[src/rtl/up3_dbg_pkg.sv]
// rtl/up3_dbg_pkg.sv - shared defaults, index-width helper and debounce state type for the debug pager
package up3_dbg_pkg;

    localparam int DATA_W_DEF       = 8;
    localparam int N_FIELDS_DEF     = 3;
    localparam int N_PAGES_DEF      = 4;
    localparam int LED_W_DEF        = 10;
    localparam int DEBOUNCE_CYC_DEF = 50000;
    localparam int ROTATE_CYC_DEF   = 50000000;

    // Wide enough for any practical debounce period at board clock rates.
    localparam int DEB_CNT_W = 32;

    typedef struct packed {
        logic [1:0]           sync;
        logic                 stable;
        logic [DEB_CNT_W-1:0] cnt;
    } deb_state_t;

    function automatic int page_w(input int n);
        return (n > 1) ? $clog2(n) : 1;
    endfunction

endpackage

[src/rtl/up3_dbg_pager_key_debounce.sv]
// rtl/up3_dbg_pager_key_debounce.sv - synchronise, debounce and edge-detect one active-low key
module key_debounce
    import up3_dbg_pkg::*;
#(
    parameter int DEBOUNCE_CYC = DEBOUNCE_CYC_DEF
) (
    input  logic clk,
    input  logic reset,
    input  logic raw_n,
    output logic press
);

    deb_state_t st;
    logic       stable_d;

    always_ff @(posedge clk or negedge reset) begin
        if (!reset) begin
            st.sync   <= 2'b11;
            st.stable <= 1'b1;
            st.cnt    <= '0;
            stable_d  <= 1'b1;
            press     <= 1'b0;
        end else begin
            st.sync  <= {st.sync[0], raw_n};
            stable_d <= st.stable;
            // Only a high-to-low move of the accepted level is a press.
            press    <= stable_d & ~st.stable;
            if (st.sync[1] == st.stable) begin
                st.cnt <= '0;
            end else if (st.cnt == DEB_CNT_W'(DEBOUNCE_CYC - 1)) begin
                st.stable <= st.sync[1];
                st.cnt    <= '0;
            end else begin
                st.cnt <= st.cnt + 1'b1;
            end
        end
    end

endmodule

[src/rtl/up3_dbg_pager.sv]
// rtl/up3_dbg_pager.sv - paged debug display controller with auto-rotate, hold and single-step pulse
module up3_dbg_pager
    import up3_dbg_pkg::*;
#(
    parameter int DATA_W       = DATA_W_DEF,
    parameter int N_FIELDS     = N_FIELDS_DEF,
    parameter int N_PAGES      = N_PAGES_DEF,
    parameter int LED_W        = LED_W_DEF,
    parameter int DEBOUNCE_CYC = DEBOUNCE_CYC_DEF,
    parameter int ROTATE_CYC   = ROTATE_CYC_DEF
) (
    input  logic                                  clk,
    input  logic                                  reset,
    input  logic                                  page_btn,
    input  logic                                  step_btn,
    input  logic                                  mode_auto,
    input  logic                                  hold,
    input  logic [N_PAGES*N_FIELDS*DATA_W-1:0]    page_data,
    input  logic [N_PAGES*(LED_W-2)-1:0]          page_leds,
    output logic [N_FIELDS*DATA_W-1:0]            field_out,
    output logic [LED_W-1:0]                      led_out,
    output logic [page_w(N_PAGES)-1:0]            page_idx,
    output logic                                  step_pulse
);

    localparam int PL_W  = LED_W - 2;
    localparam int FW    = N_FIELDS * DATA_W;
    localparam int PW    = page_w(N_PAGES);
    localparam int ROT_W = $clog2(ROTATE_CYC);

    logic             page_press;
    logic             tick;
    logic [ROT_W-1:0] rot_cnt;

    key_debounce #(.DEBOUNCE_CYC(DEBOUNCE_CYC)) u_page_key (
        .clk   (clk),
        .reset (reset),
        .raw_n (page_btn),
        .press (page_press)
    );

    key_debounce #(.DEBOUNCE_CYC(DEBOUNCE_CYC)) u_step_key (
        .clk   (clk),
        .reset (reset),
        .raw_n (step_btn),
        .press (step_pulse)
    );

    assign tick = mode_auto && (rot_cnt == ROT_W'(ROTATE_CYC - 1));

    // A manual press restarts the rotation period so the user gets a full dwell.
    always_ff @(posedge clk or negedge reset) begin
        if (!reset) begin
            rot_cnt <= '0;
        end else if (!mode_auto || page_press || tick) begin
            rot_cnt <= '0;
        end else begin
            rot_cnt <= rot_cnt + 1'b1;
        end
    end

    always_ff @(posedge clk or negedge reset) begin
        if (!reset) begin
            page_idx <= '0;
        end else if (page_press || tick) begin
            page_idx <= (page_idx == PW'(N_PAGES - 1)) ? '0 : page_idx + 1'b1;
        end
    end

    // Mode/hold indicator bits track live inputs even while the page view is frozen.
    always_ff @(posedge clk or negedge reset) begin
        if (!reset) begin
            field_out <= '0;
            led_out   <= '0;
        end else begin
            led_out[PL_W+1] <= mode_auto;
            led_out[PL_W]   <= hold;
            if (!hold) begin
                field_out          <= page_data[page_idx*FW +: FW];
                led_out[PL_W-1:0]  <= page_leds[page_idx*PL_W +: PL_W];
            end
        end
    end

endmodule

[config.mk]
export PLATFORM = sky130hd
export DESIGN_NAME = up3_dbg_pager
export DESIGN_NICKNAME = d
export VERILOG_FILES = /design/src/rtl/up3_dbg_pkg.sv /design/src/rtl/up3_dbg_pager_key_debounce.sv /design/src/rtl/up3_dbg_pager.sv
export SDC_FILE = /design/constraint.sdc
export NUM_CORES = 1
export LEC_CHECK = 0
export CAP_MARGIN = 20
export CORE_ASPECT_RATIO = 1.1
export CORE_MARGIN = 2
export CORE_UTILIZATION = 47
export CTS_BUF_LIST = sky130_fd_sc_hd__clkbuf_8
export CTS_CLUSTER_DIAMETER = 40
export DETAILED_ROUTE_END_ITERATION = 6
export HOLD_SLACK_MARGIN = 0.12
export PLACE_DENSITY = 0.79
export SLEW_MARGIN = 5
export SYNTH_ARGS = -nofsm -noshare
export SYNTH_HDL_FRONTEND = slang
export SYNTH_SLANG_ARGS = --single-unit
[constraint.sdc]
create_clock -name clk -period 2 [get_ports clk]
set_input_delay 0.4 -clock clk [delete_from_list [all_inputs] [get_ports clk]]
set_output_delay 0.4 -clock clk [all_outputs]
set_load 0.1 [all_outputs]
==> results of run 1 <==
-- synth_stat cells, types with 5 or more instances --
master,count,area (sq um)
o21ai_0,27,135
nor2_1,56,210
mux4_2,32,721
dfrtp_1,128,3200
clkbuf_1,15,56.3
xor2_1,8,70.1
xnor2_1,33,289
or3_1,25,156
nor3_1,10,50.1
dfstp_2,8,210
mux2_2,36,405
nor4_1,19,119
a21oi_1,42,210
o31ai_1,18,135
or4_1,25,188
nand2_1,27,101
inv_1,16,60.1
buf_2,10,50.1
and3_1,7,43.8
nand4_1,21,131
and4_1,7,61.3
or4_4,5,56.3
nand3_1,31,155
-- worst max-delay path by stage --
stage / startpoint / end
3_3_place_gp: u_page_key.st[13]$_DFF_PN0_ / u_page_key.st[32]$_DFFE_PN1P_
2_1_floorplan: page_idx[1]$_DFFE_PN0P_ / field_out[10]$_DFFE_PN0N_
6_report: rot_cnt[18]$_DFF_PN0_ / rot_cnt[22]$_DFF_PN0_
4_1_cts: u_page_key.st[12]$_DFF_PN0_ / u_page_key.st[27]$_DFF_PN0_
5_1_grt: rot_cnt[18]$_DFF_PN0_ / rot_cnt[22]$_DFF_PN0_
3_5_place_dp: rot_cnt[0]$_DFF_PN0_ / rot_cnt[22]$_DFF_PN0_
-- metrics by stage --
stage | cell area (sq um) | hold WS (ns) | power, mW | setup slack (ns) | utilization, %
detailed placement | 9390 | 0.348 | 4.15 | -0.0641 | 62.9
CTS | 9930 | 0.330 | 6.61 | -0.0633 | 66.5
floorplan | 7130 | 0.104 | 3.61 | 0.00324 | -
global placement | 9390 | 0.346 | 4.12 | 0.00228 | 62.9
global route | 10500 | 0.334 | 6.83 | -0.305 | 70.1
finish | 10500 | 0.341 | 6.63 | -0.237 | 70.1
-- final cells by class --
type | count | area [sq um] | area share, %
multi-input combinational | 457 | 3840 | 36.7
clock buffer | 18 | 248 | 2.37
sequential | 136 | 3420 | 32.7
timing repair buffer | 253 | 2470 | 23.6
inverter | 16 | 60.1 | 0.574
tap | 196 | 245 | 2.34
clock inverter | 14 | 183 | 1.75
-- worst max-delay path: stages (launching register included) --
cell and delay, ns:
dfrtp_1 0.42, or3b_2 0.49, nor4_1 0.50, a311o_2 0.46, clkbuf_16 0.21, a21oi_2 0.04
-- sequential cells by signal, indices dropped and copies added (netlist names) --
register,flops
u_page_key.press,1
field_out,24
page_idx,2
u_step_key.press,1
u_step_key.st,35
u_page_key.stable_d,1
rot_cnt,26
u_page_key.st,35
u_step_key.stable_d,1
led_out,10
-- logic make-up after synthesis --
family                     synth area share, %
and+or+nand+nor                           19.5
DFF                                       48.0
AOI/OAI and AO/OA                         7.61
muxes                                     16.0
buffers and inverters                     3.10
xor gates and xnor gates                  5.05
adders and majority gates                0.704
-- routing by layer --
layer  part of all wire, %  vias up
met1                    37     3292
met2                    53      314
met3                   6.5       71
li1                      -     2909
met4                   3.5        0
met5                     0        -
-- where the power goes --
group / leakage (nW) / total (mW) / internal (mW) / switching [mW]
clock network: 0.217 / 2.46 / 1.38 / 1.08
logic: 1.99 / 1.27 / 0.504 / 0.771
registers: 1.78 / 2.89 / 2.84 / 0.0571
-- repair_timing --
action	4_1_cts	5_1_grt
setup buffers	1	16
setup endpoints to repair	41	71
gates cloned	2	8
gates resized for setup	6	95
hold buffers	1	0
pin swaps	1	31
hold endpoints to repair	44	0
==> results.toml, run 1 <==
[floorplan]
core-area_sq_um = 14900
die_area_sq_um = 16100
die_w_um = 121
rows = 47
die_y_um = 133
start_util_pct = 47.6
io_pins = 171

[clock_network]
cts.clk_slew.worst_paths_ns = 0.08
cts_tree = "done"
cts_buffer_depth = 2
worst_skew_pair.late_latency_ns = 0.46
numCtsBuffers = 17
cts_sinks = 136
h-tree-depth = 4
root_buffer = "clkbuf_8"

[timing]
worst_pin_slew_ns = 0.636
setup_tns_ns = -9.75
rsz0062_at_grt = "yes"
setup_slack_ns = -0.237
maxSlewViolCount = 0
post-route-period-util_pct = 112
slew_headroom_pct = 57.2
setup-violations-final = 61
max_freq_ghz = 0.447
post-route-min-period_ns = 2.24
hold_viol_final = 0
clock_skew_ns = 0.00796

[final_layout]
stdcell_count = 1090
fillers = 1027
synthToLayoutAreaGrowth_pct = 47.3
final_cell_mix = "132 x clkdlybuf4s50_1, 122 x dfrtp_1, 93 x buf_4"
layout_commonest_cell = "clkdlybuf4s50_1"
nets = 1019
antennaDiodeCount = 0
layout-drive-gt1-share_pct = 35.5

[global_routing]
met1_usage_pct = 27.6
grt_max_degree = 49
grt_pass1_vias = 6441
grt_use_total_pct = 24.0
met3_usage_pct = 5.43
grt_util_met2_pct = 43.5
antenna_found_initial = 0
grt-ovfl-total = 0
busiest_layer = "met2"
grt_pass1_wl_um = 30700

[pwr]
powerDensity_nw_per_um2 = 633
vdd_ir_drop_max_mv = 0.512
p_leak_nw = 3.99

[drt]
via_per_inst = 6.04
vias = 6586
ant_nets = 0
drc_errors = 0
wl_per_cell_um = 20.3
wl_um = 22100
first_pass_iters = 5
drtIter0Drc = 595

[place]
place_congestion = 0.916
dp_hpwl_um = 13700
dp.cells = 1031
portBuffers = 170

[worst_setup_path]
r2r_start = "rot_cnt[18]$_DFF_PN0_"
cp-start-kind = "flip-flop"
worstSetupPathType = "flip-flop to flip-flop"
crit_path_end_kind = "flip-flop"
r2r_end = "rot_cnt[22]$_DFF_PN0_"
required_ns = 2.34
worstPathArrival_ns = 2.58
reg2reg_depth = 5
path_max_fanout = 5
r2r_slack_ns = -0.24

[min_path]
worstHoldStart = "page_btn"
hold_class = "input port to flip-flop"
holdPathEnd = "u_page_key.st[33]$_DFF_PN1_"
hold-path-cell-count = 1

[synth]
ys_warn_count = 0
synth_cells = 636
synth_nets = 774
synth_cell_type_count = 44
syn_area_sq_um = 7110
ys_async_sr_fraction_pct = 100
synth.ff_latch_count = 136
synth-edff-count = 0
seq_area_frac_synth_pct = 48.0
synth_ff_type = "dfrtp_1"
avgSynthCellArea_sq_um = 11.2

[outcome]
violations = "negative setup slack"
status = "finished, violations left"

[job]
drv_cap = 0
(Power assumes the default switching activity.)
==> run 2: changes to the inputs <==
--- a/config.mk
+++ b/config.mk
@@ -12,6 +12,7 @@
 export CTS_BUF_LIST = sky130_fd_sc_hd__clkbuf_8
 export CTS_CLUSTER_DIAMETER = 40
 export DETAILED_ROUTE_END_ITERATION = 6
+export GPL_TIMING_DRIVEN = 1
 export HOLD_SLACK_MARGIN = 0.12
 export PLACE_DENSITY = 0.79
 export SLEW_MARGIN = 5
==> results of run 2 <==
No change in the layout: final DEF, timing and power equal those of run 1.
